--- config.mk ---
export PLATFORM = sky130hd
export DESIGN_NAME = l1ca_acq_scheduler_flat
export DESIGN_NICKNAME = d
export VERILOG_FILES = /design/src/rtl/l1ca_acq_scheduler_if.sv /design/src/rtl/l1ca_acq_scheduler.sv /design/src/flat_wrapper.sv
export SDC_FILE = /design/constraint.sdc
export NUM_CORES = 1
export LEC_CHECK = 0
export CAP_MARGIN = 20
export CORE_MARGIN = 2
export CORE_UTILIZATION = 55
export DETAILED_ROUTE_END_ITERATION = 10
export PLACE_DENSITY = 0.8
export SYNTH_ARGS = -nofsm -noshare
export SYNTH_HDL_FRONTEND = slang
export SYNTH_SLANG_ARGS = --single-unit
--- constraint.sdc ---
create_clock -name i_clk -period 8.05 [get_ports i_clk]
set_input_delay 0.805 -clock i_clk [delete_from_list [all_inputs] [get_ports i_clk]]
set_output_delay 0.805 -clock i_clk [all_outputs]
set_load 0.02 [all_outputs]
--- src/rtl/l1ca_acq_scheduler_if.sv ---
// Bus bundle between the acquisition scheduler, the shared search engine and
// the tracking-channel allocator that drains the result FIFO.
//
// Handshakes:
//   search: srch_start is a one-cycle request carrying srch_sv. The engine
//   drops srch_done to acknowledge it, then raises srch_done (level) when
//   srch_acc/srch_code/srch_dop are valid. Those stay stable while done is high.
//   result: a transfer happens on every cycle where res_valid & res_ready are
//   both high. res_* are stable while res_valid is high and no pop occurs.
//   res_valid never waits on res_ready.
interface l1ca_acq_scheduler_if;
  logic        srch_start;
  logic [4:0]  srch_sv;
  logic        srch_done;
  logic [31:0] srch_acc;
  logic [10:0] srch_code;
  logic [4:0]  srch_dop;

  logic        res_valid;
  logic        res_ready;
  logic [4:0]  res_sv;
  logic [31:0] res_acc;
  logic [10:0] res_code;
  logic [4:0]  res_dop;

  modport master (
    output srch_start, srch_sv,
    input  srch_done, srch_acc, srch_code, srch_dop,
    output res_valid, res_sv, res_acc, res_code, res_dop,
    input  res_ready
  );

  modport slave (
    input  srch_start, srch_sv,
    output srch_done, srch_acc, srch_code, srch_dop,
    input  res_valid, res_sv, res_acc, res_code, res_dop,
    output res_ready
  );
endinterface

--- src/rtl/l1ca_acq_scheduler.sv ---
// L1 C/A acquisition sequencer: sweeps the PRN mask, runs one search per
// enabled SV on the shared engine, and queues above-threshold peaks in a small
// result FIFO for the channel allocator.
module l1ca_acq_scheduler #(
  parameter int FIFO_DEPTH       = 4,
  parameter int START_ACK_CYCLES = 16
) (
  input  logic                 i_clk,
  input  logic                 i_rst,
  input  logic                 i_run,
  input  logic                 i_abort,
  input  logic [31:0]          i_cfg_sv_mask,
  input  logic [31:0]          i_cfg_threshold,
  output logic                 o_busy,
  output logic                 o_sweep_done,
  output logic                 o_sweep_aborted,
  output logic                 o_timeout_err,
  output logic [5:0]           o_found_cnt,
  output logic [2:0]           o_dbg_state,
  l1ca_acq_scheduler_if.master bus
);
  localparam int PTR_W = (FIFO_DEPTH > 1) ? $clog2(FIFO_DEPTH) : 1;
  localparam int CNT_W = PTR_W + 1;
  localparam int ACK_W = $clog2(START_ACK_CYCLES) + 1;
  localparam int ENT_W = 5 + 32 + 11 + 5;

  typedef enum logic [2:0] {
    S_IDLE      = 3'd0,
    S_SELECT    = 3'd1,
    S_START     = 3'd2,
    S_WAIT_BUSY = 3'd3,
    S_WAIT_DONE = 3'd4,
    S_EVAL      = 3'd5,
    S_PUSH      = 3'd6,
    S_FINISH    = 3'd7
  } state_t;

  state_t           r_state;
  state_t           w_state_next;

  logic [31:0]      r_mask;
  logic [31:0]      r_thr;
  logic [4:0]       r_idx;
  logic             r_abort_pend;
  logic             r_timeout_err;
  logic [5:0]       r_found_cnt;
  logic [ACK_W-1:0] r_ack_cnt;

  logic [ENT_W-1:0] r_mem [FIFO_DEPTH];
  logic [PTR_W-1:0] r_wr_ptr;
  logic [PTR_W-1:0] r_rd_ptr;
  logic [CNT_W-1:0] r_count;

  logic             w_accept_run;
  logic             w_idx_inc;
  logic             w_push;
  logic             w_pop;
  logic             w_timeout;
  logic             w_fifo_full;
  logic             w_last_idx;
  logic             w_acc_hit;
  logic             w_ack_expired;

  assign w_fifo_full   = (r_count == CNT_W'(FIFO_DEPTH));
  assign w_last_idx    = (r_idx == 5'd31);
  assign w_acc_hit     = (bus.srch_acc >= r_thr);
  assign w_ack_expired = (r_ack_cnt == ACK_W'(START_ACK_CYCLES - 1));
  assign w_pop         = bus.res_valid & bus.res_ready;

  // State register.
  always_ff @(posedge i_clk) begin
    if (i_rst) begin
      r_state <= S_IDLE;
    end else begin
      r_state <= w_state_next;
    end
  end

  // Next-state decode and per-state control strobes.
  always_comb begin
    w_state_next = r_state;
    w_accept_run = 1'b0;
    w_idx_inc    = 1'b0;
    w_push       = 1'b0;
    w_timeout    = 1'b0;
    case (r_state)
      S_IDLE: begin
        if (i_run) begin
          w_accept_run = 1'b1;
          w_state_next = S_SELECT;
        end
      end
      S_SELECT: begin
        if (r_abort_pend) begin
          w_state_next = S_FINISH;
        end else if (r_mask[r_idx]) begin
          w_state_next = S_START;
        end else if (w_last_idx) begin
          w_state_next = S_FINISH;
        end else begin
          w_idx_inc = 1'b1;
        end
      end
      S_START: begin
        w_state_next = S_WAIT_BUSY;
      end
      S_WAIT_BUSY: begin
        // The engine's done flag is still high from the previous search;
        // its drop is the acknowledge of our start.
        if (!bus.srch_done) begin
          w_state_next = S_WAIT_DONE;
        end else if (w_ack_expired) begin
          w_timeout    = 1'b1;
          w_state_next = S_FINISH;
        end
      end
      S_WAIT_DONE: begin
        if (bus.srch_done) begin
          w_state_next = S_EVAL;
        end
      end
      S_EVAL: begin
        if (r_abort_pend) begin
          w_state_next = S_FINISH;
        end else if (w_acc_hit) begin
          w_state_next = S_PUSH;
        end else if (w_last_idx) begin
          w_state_next = S_FINISH;
        end else begin
          w_idx_inc    = 1'b1;
          w_state_next = S_SELECT;
        end
      end
      S_PUSH: begin
        // Results are never dropped: hold here until the FIFO has room.
        if (!w_fifo_full) begin
          w_push = 1'b1;
          if (w_last_idx) begin
            w_state_next = S_FINISH;
          end else begin
            w_idx_inc    = 1'b1;
            w_state_next = S_SELECT;
          end
        end
      end
      S_FINISH: begin
        w_state_next = S_IDLE;
      end
      default: begin
        w_state_next = S_IDLE;
      end
    endcase
  end

  // Sweep configuration, SV index, abort/timeout flags and found counter.
  always_ff @(posedge i_clk) begin
    if (i_rst) begin
      r_mask        <= '0;
      r_thr         <= '0;
      r_idx         <= '0;
      r_abort_pend  <= 1'b0;
      r_timeout_err <= 1'b0;
      r_found_cnt   <= '0;
    end else if (w_accept_run) begin
      r_mask        <= i_cfg_sv_mask;
      r_thr         <= i_cfg_threshold;
      r_idx         <= '0;
      r_abort_pend  <= 1'b0;
      r_timeout_err <= 1'b0;
      r_found_cnt   <= '0;
    end else begin
      if (w_idx_inc) begin
        r_idx <= r_idx + 5'd1;
      end
      if ((r_state != S_IDLE) && i_abort) begin
        r_abort_pend <= 1'b1;
      end
      if (w_timeout) begin
        r_timeout_err <= 1'b1;
        r_abort_pend  <= 1'b1;
      end
      if (w_push) begin
        r_found_cnt <= r_found_cnt + 6'd1;
      end
    end
  end

  // Start-acknowledge counter: cleared while issuing the start, counts WAIT_BUSY cycles.
  always_ff @(posedge i_clk) begin
    if (i_rst) begin
      r_ack_cnt <= '0;
    end else if (r_state == S_START) begin
      r_ack_cnt <= '0;
    end else if (r_state == S_WAIT_BUSY) begin
      r_ack_cnt <= r_ack_cnt + ACK_W'(1);
    end
  end

  // Result FIFO: circular buffer with registered pointers and occupancy count.
  always_ff @(posedge i_clk) begin
    if (i_rst) begin
      r_wr_ptr <= '0;
      r_rd_ptr <= '0;
      r_count  <= '0;
      for (int i = 0; i < FIFO_DEPTH; i++) begin
        r_mem[i] <= '0;
      end
    end else begin
      if (w_push) begin
        r_mem[r_wr_ptr] <= {r_idx, bus.srch_acc, bus.srch_code, bus.srch_dop};
        r_wr_ptr        <= r_wr_ptr + PTR_W'(1);
      end
      if (w_pop) begin
        r_rd_ptr <= r_rd_ptr + PTR_W'(1);
      end
      case ({w_push, w_pop})
        2'b10:   r_count <= r_count + CNT_W'(1);
        2'b01:   r_count <= r_count - CNT_W'(1);
        default: r_count <= r_count;
      endcase
    end
  end

  assign o_busy          = (r_state != S_IDLE);
  assign o_sweep_done    = (r_state == S_FINISH);
  assign o_sweep_aborted = (r_state == S_FINISH) & r_abort_pend;
  assign o_timeout_err   = r_timeout_err;
  assign o_found_cnt     = r_found_cnt;
  assign o_dbg_state     = r_state;

  assign bus.srch_start = (r_state == S_START);
  assign bus.srch_sv    = r_idx;
  assign bus.res_valid  = (r_count != '0);
  assign {bus.res_sv, bus.res_acc, bus.res_code, bus.res_dop} = r_mem[r_rd_ptr];

endmodule

--- src/flat_wrapper.sv ---
// flat-port wrapper written by rule: the top's interface ports become plain ports
module l1ca_acq_scheduler_flat 
#(
  parameter int FIFO_DEPTH       = 4,
  parameter int START_ACK_CYCLES = 16
)
  (i_clk, i_rst, i_run, i_abort, i_cfg_sv_mask, i_cfg_threshold, o_busy, o_sweep_done, o_sweep_aborted, o_timeout_err, o_found_cnt, o_dbg_state, bus_srch_start, bus_srch_sv, bus_srch_done, bus_srch_acc, bus_srch_code, bus_srch_dop, bus_res_valid, bus_res_sv, bus_res_acc, bus_res_code, bus_res_dop, bus_res_ready);
  l1ca_acq_scheduler_if bus_i ();
  input  logic i_clk;
  input  logic i_rst;
  input  logic i_run;
  input  logic i_abort;
  input  logic [31:0] i_cfg_sv_mask;
  input  logic [31:0] i_cfg_threshold;
  output logic o_busy;
  output logic o_sweep_done;
  output logic o_sweep_aborted;
  output logic o_timeout_err;
  output logic [5:0] o_found_cnt;
  output logic [2:0] o_dbg_state;
  output wire logic [$bits(bus_i.srch_start)-1:0] bus_srch_start;
  output wire logic [$bits(bus_i.srch_sv)-1:0] bus_srch_sv;
  input wire logic [$bits(bus_i.srch_done)-1:0] bus_srch_done;
  input wire logic [$bits(bus_i.srch_acc)-1:0] bus_srch_acc;
  input wire logic [$bits(bus_i.srch_code)-1:0] bus_srch_code;
  input wire logic [$bits(bus_i.srch_dop)-1:0] bus_srch_dop;
  output wire logic [$bits(bus_i.res_valid)-1:0] bus_res_valid;
  output wire logic [$bits(bus_i.res_sv)-1:0] bus_res_sv;
  output wire logic [$bits(bus_i.res_acc)-1:0] bus_res_acc;
  output wire logic [$bits(bus_i.res_code)-1:0] bus_res_code;
  output wire logic [$bits(bus_i.res_dop)-1:0] bus_res_dop;
  input wire logic [$bits(bus_i.res_ready)-1:0] bus_res_ready;
  assign bus_srch_start = bus_i.srch_start;
  assign bus_srch_sv = bus_i.srch_sv;
  assign bus_i.srch_done = bus_srch_done;
  assign bus_i.srch_acc = bus_srch_acc;
  assign bus_i.srch_code = bus_srch_code;
  assign bus_i.srch_dop = bus_srch_dop;
  assign bus_res_valid = bus_i.res_valid;
  assign bus_res_sv = bus_i.res_sv;
  assign bus_res_acc = bus_i.res_acc;
  assign bus_res_code = bus_i.res_code;
  assign bus_res_dop = bus_i.res_dop;
  assign bus_i.res_ready = bus_res_ready;
  l1ca_acq_scheduler #(.FIFO_DEPTH(FIFO_DEPTH), .START_ACK_CYCLES(START_ACK_CYCLES)) u_core (.i_clk(i_clk), .i_rst(i_rst), .i_run(i_run), .i_abort(i_abort), .i_cfg_sv_mask(i_cfg_sv_mask), .i_cfg_threshold(i_cfg_threshold), .o_busy(o_busy), .o_sweep_done(o_sweep_done), .o_sweep_aborted(o_sweep_aborted), .o_timeout_err(o_timeout_err), .o_found_cnt(o_found_cnt), .o_dbg_state(o_dbg_state), .bus(bus_i));
endmodule
==> reports/qor.csv <==
metric,value,unit
setup_violations,0,
ys_types,56,
rows,57,
start_util,0.563,
dpl.cell_count,1650,
fmax,265,MHz
grt_pass1_vias,9399,
vdd_ir_drop_max,0.000241,V
htree_levels,2,
initialDrtViolationCount,771,
synth_xor_area_frac,0.00636,
finalWirelength,32.4,mm
overflow,0,
timing.final.crit_share,0.469,
synth_edf_count,212,
leakage,6.36,nW
die_w,162,um
worst-setup-path-type,flop to output pin,
rrSetupSlack,4850,ps
worstSetupStartpointType,flop,
cts_tree,built,
swShare,0.269,
io_pins,191,
required,7240,ps
yosysTopAreaCell,edfxtp_1,
synthFlopType,edfxtp_1,
place_hpwl,20.3,mm
netlist_instances,1188,
avgSynthCellArea,11.6,um^2
drc,0,
netSwitchingPower,1.15,mW
hp-class,flop to flop,
p_comb_frac,0.181,
worst_pin_slew,912,ps
syn_area,0.0138,mm^2
arrival,2970,ps
synth_compound_area_frac,0.0558,
grt_pass1_wl,50.6,mm
internal_power,3.12,mW
fin_skew,16.7,ps
insertion_delay,500,ps
clock_path_buffers,3,
path_clk_slew,60,ps
grt_max_degree,80,
endpoint_kind,output pin,
synth.area.top_cells,"edfxtp_1 46%, dfxtp_1 14%, mux4_2 9.0%, nand2_1 5.7%, nor2_1 3.7%",
synth-simple-area-share,0.148,
gp_congestion,0.850,
grt.busiest_layer,met2,
dr.pass1.iters,6,
seq_power_share,0.446,
pwr_density_cell,250,mW/mm^2
grt_use_met1,0.329,
via_per_inst,5.56,
layout.nets,1519,
period_needed,3780,ps
clockRootBuffer,clkbuf_16,
wl_per_cell,18.9,um
cts_setup_buffers,0,
synthArstFlopShare,0,
fp.dieH,162,um
synthMuxAreaShare,0.105,
utilization,0.699,
ctsResizeCount,0,
cts.sinks,306,
synth-adder-area-share,0.0360,
fin_setup_tns,0,ps
die_area,0.0263,mm^2
slew_violations,0,
final_cells,1713,
cts_buffers,34,
drive_gt1_frac,0.104,
use_met2,0.421,
core,0.0245,mm^2
ys_ff_latch,306,
cap_violations,0,
synth_top_family_by_area,simple AND/OR/NAND/NOR gates,
antenna_found_initial,0,
num_vias,9523,
hold_violations,0,
yosysTopAreaCellShare,0.463,
slew_headroom,0.391,
crit_fanout,42,
power,4.27,mW
synth.net_count,1345,
yosys_warnings,0,
track_usage,0.247,
rsz0062_at_grt,false,
p_clk_frac,0.373,
area_growth,24.2,%
outcome,"finished, final reports clean",
ant_nets,0,
ctsHoldBuffers,0,
grt_use_met3,0.0490,
portBuffers,190,
ys_seq_area_frac,0.599,
## synthesized netlist by cell type (all sizes together), types with 3 or more instances
| library cell | n |
|---|---|
| edfxtp | 212 |
| mux2i | 11 |
| or3 | 6 |
| xnor2 | 4 |
| ha | 38 |
| o21ai | 17 |
| nor3 | 12 |
| buf | 18 |
| a21o | 4 |
| dfxtp | 94 |
| nand3 | 8 |
| nand2b | 4 |
| nor2 | 137 |
| nand2 | 208 |
| xor2 | 6 |
| a31oi | 3 |
| and2 | 58 |
| mux4 | 58 |
| clkbuf | 48 |
| a21oi | 96 |
| nand3b | 4 |
| inv | 98 |
| and3 | 5 |
| nor2b | 3 |
| nand4 | 9 |
## layout make-up
type	instances	area [um^2]
Antenna cell	1	2.50
Clock buffer	48	987
Clock inverter	14	176
Fill cell	1704	7370
Inverter	98	368
Multi-Input combinational cell	718	4900
Sequential cell	306	8250
Tap cell	324	405
Timing Repair Buffer	204	2000
## stage by stage
| stage | hold WS (ps) | setup slack [ps] | instance area (um^2) |
|---|---|---|---|
| 3_5_place_dp | 444 | 4180 | 15900 |
| 4_1_cts | 453 | 4150 | 17100 |
| 2_1_floorplan | 432 | 2430 | 13800 |
| 5_1_grt | 468 | 4050 | 17100 |
| 6_report | 452 | 4270 | 17100 |
| 3_3_place_gp | 437 | 4230 | 15900 |
## logic make-up after synthesis
family / count (synthesis)
AOI/OAI and AO/OA: 135
xor gates and xnor gates: 10
adders and majority gates: 39
buffers and inverters: 164
DFF: 306
muxes: 71
and+or+nand+nor: 463
## cells in the final DEF (no fill, tap or decap), drive strengths merged, types with 12 or more instances in the layout
cell type	instances
clkbuf	48
dfxtp	94
nor3	12
buf	15
o21ai	17
nor2	137
and2	58
clkdlybuf4s50	189
a21oi	96
inv	98
nand2	208
mux4	58
edfxtp	212
ha	38
## worst max-delay path: stages (launching register included)
cell and delay, ps:
dfxtp_4 500, buf_4 720, mux4_2 640, clkdlybuf4s50_1 560
## flip-flops by register name, summed over array words and instances, names as in the netlist, 2 cells and up, named ones only
register	count
u_core.r_wr_ptr	2
u_core.r_count	3
u_core.r_ack_cnt	5
u_core.o_dbg_state	3
u_core.r_rd_ptr	2
u_core.r_thr	32
u_core.r_mem	212
u_core.r_mask	32
u_core.o_found_cnt	6
u_core.bus.srch_sv	5
## routing by layer
metal,wire length (um),up-vias
met5,0,-
met4,622,0
met3,2390,52
met2,16100,374
met1,13200,4627
li1,-,4470
## final timing paths
check | startpoint | endpoint | depth (start not counted)
worst max-delay path | flop | bus_res_acc[12] | 3
worst min register to register | u_core.r_mask[13] | u_core.r_mask[13] | 2
worst max register to register | u_core.o_dbg_state[2] | u_core.r_mem[0][29] | 7
worst min-delay path | u_core.r_mask[13] | u_core.r_mask[13] | 2
## power groups by stage
stage	registers, mW	logic [mW]	clock network, mW
after floorplan	1.90	0.524	0
after global placement	1.93	0.757	0
final	1.91	0.771	1.59
after detailed placement	1.93	0.769	0
after CTS	1.90	0.776	1.61
after global routing	1.92	0.846	1.67
Power figures use the tool's default switching activity.
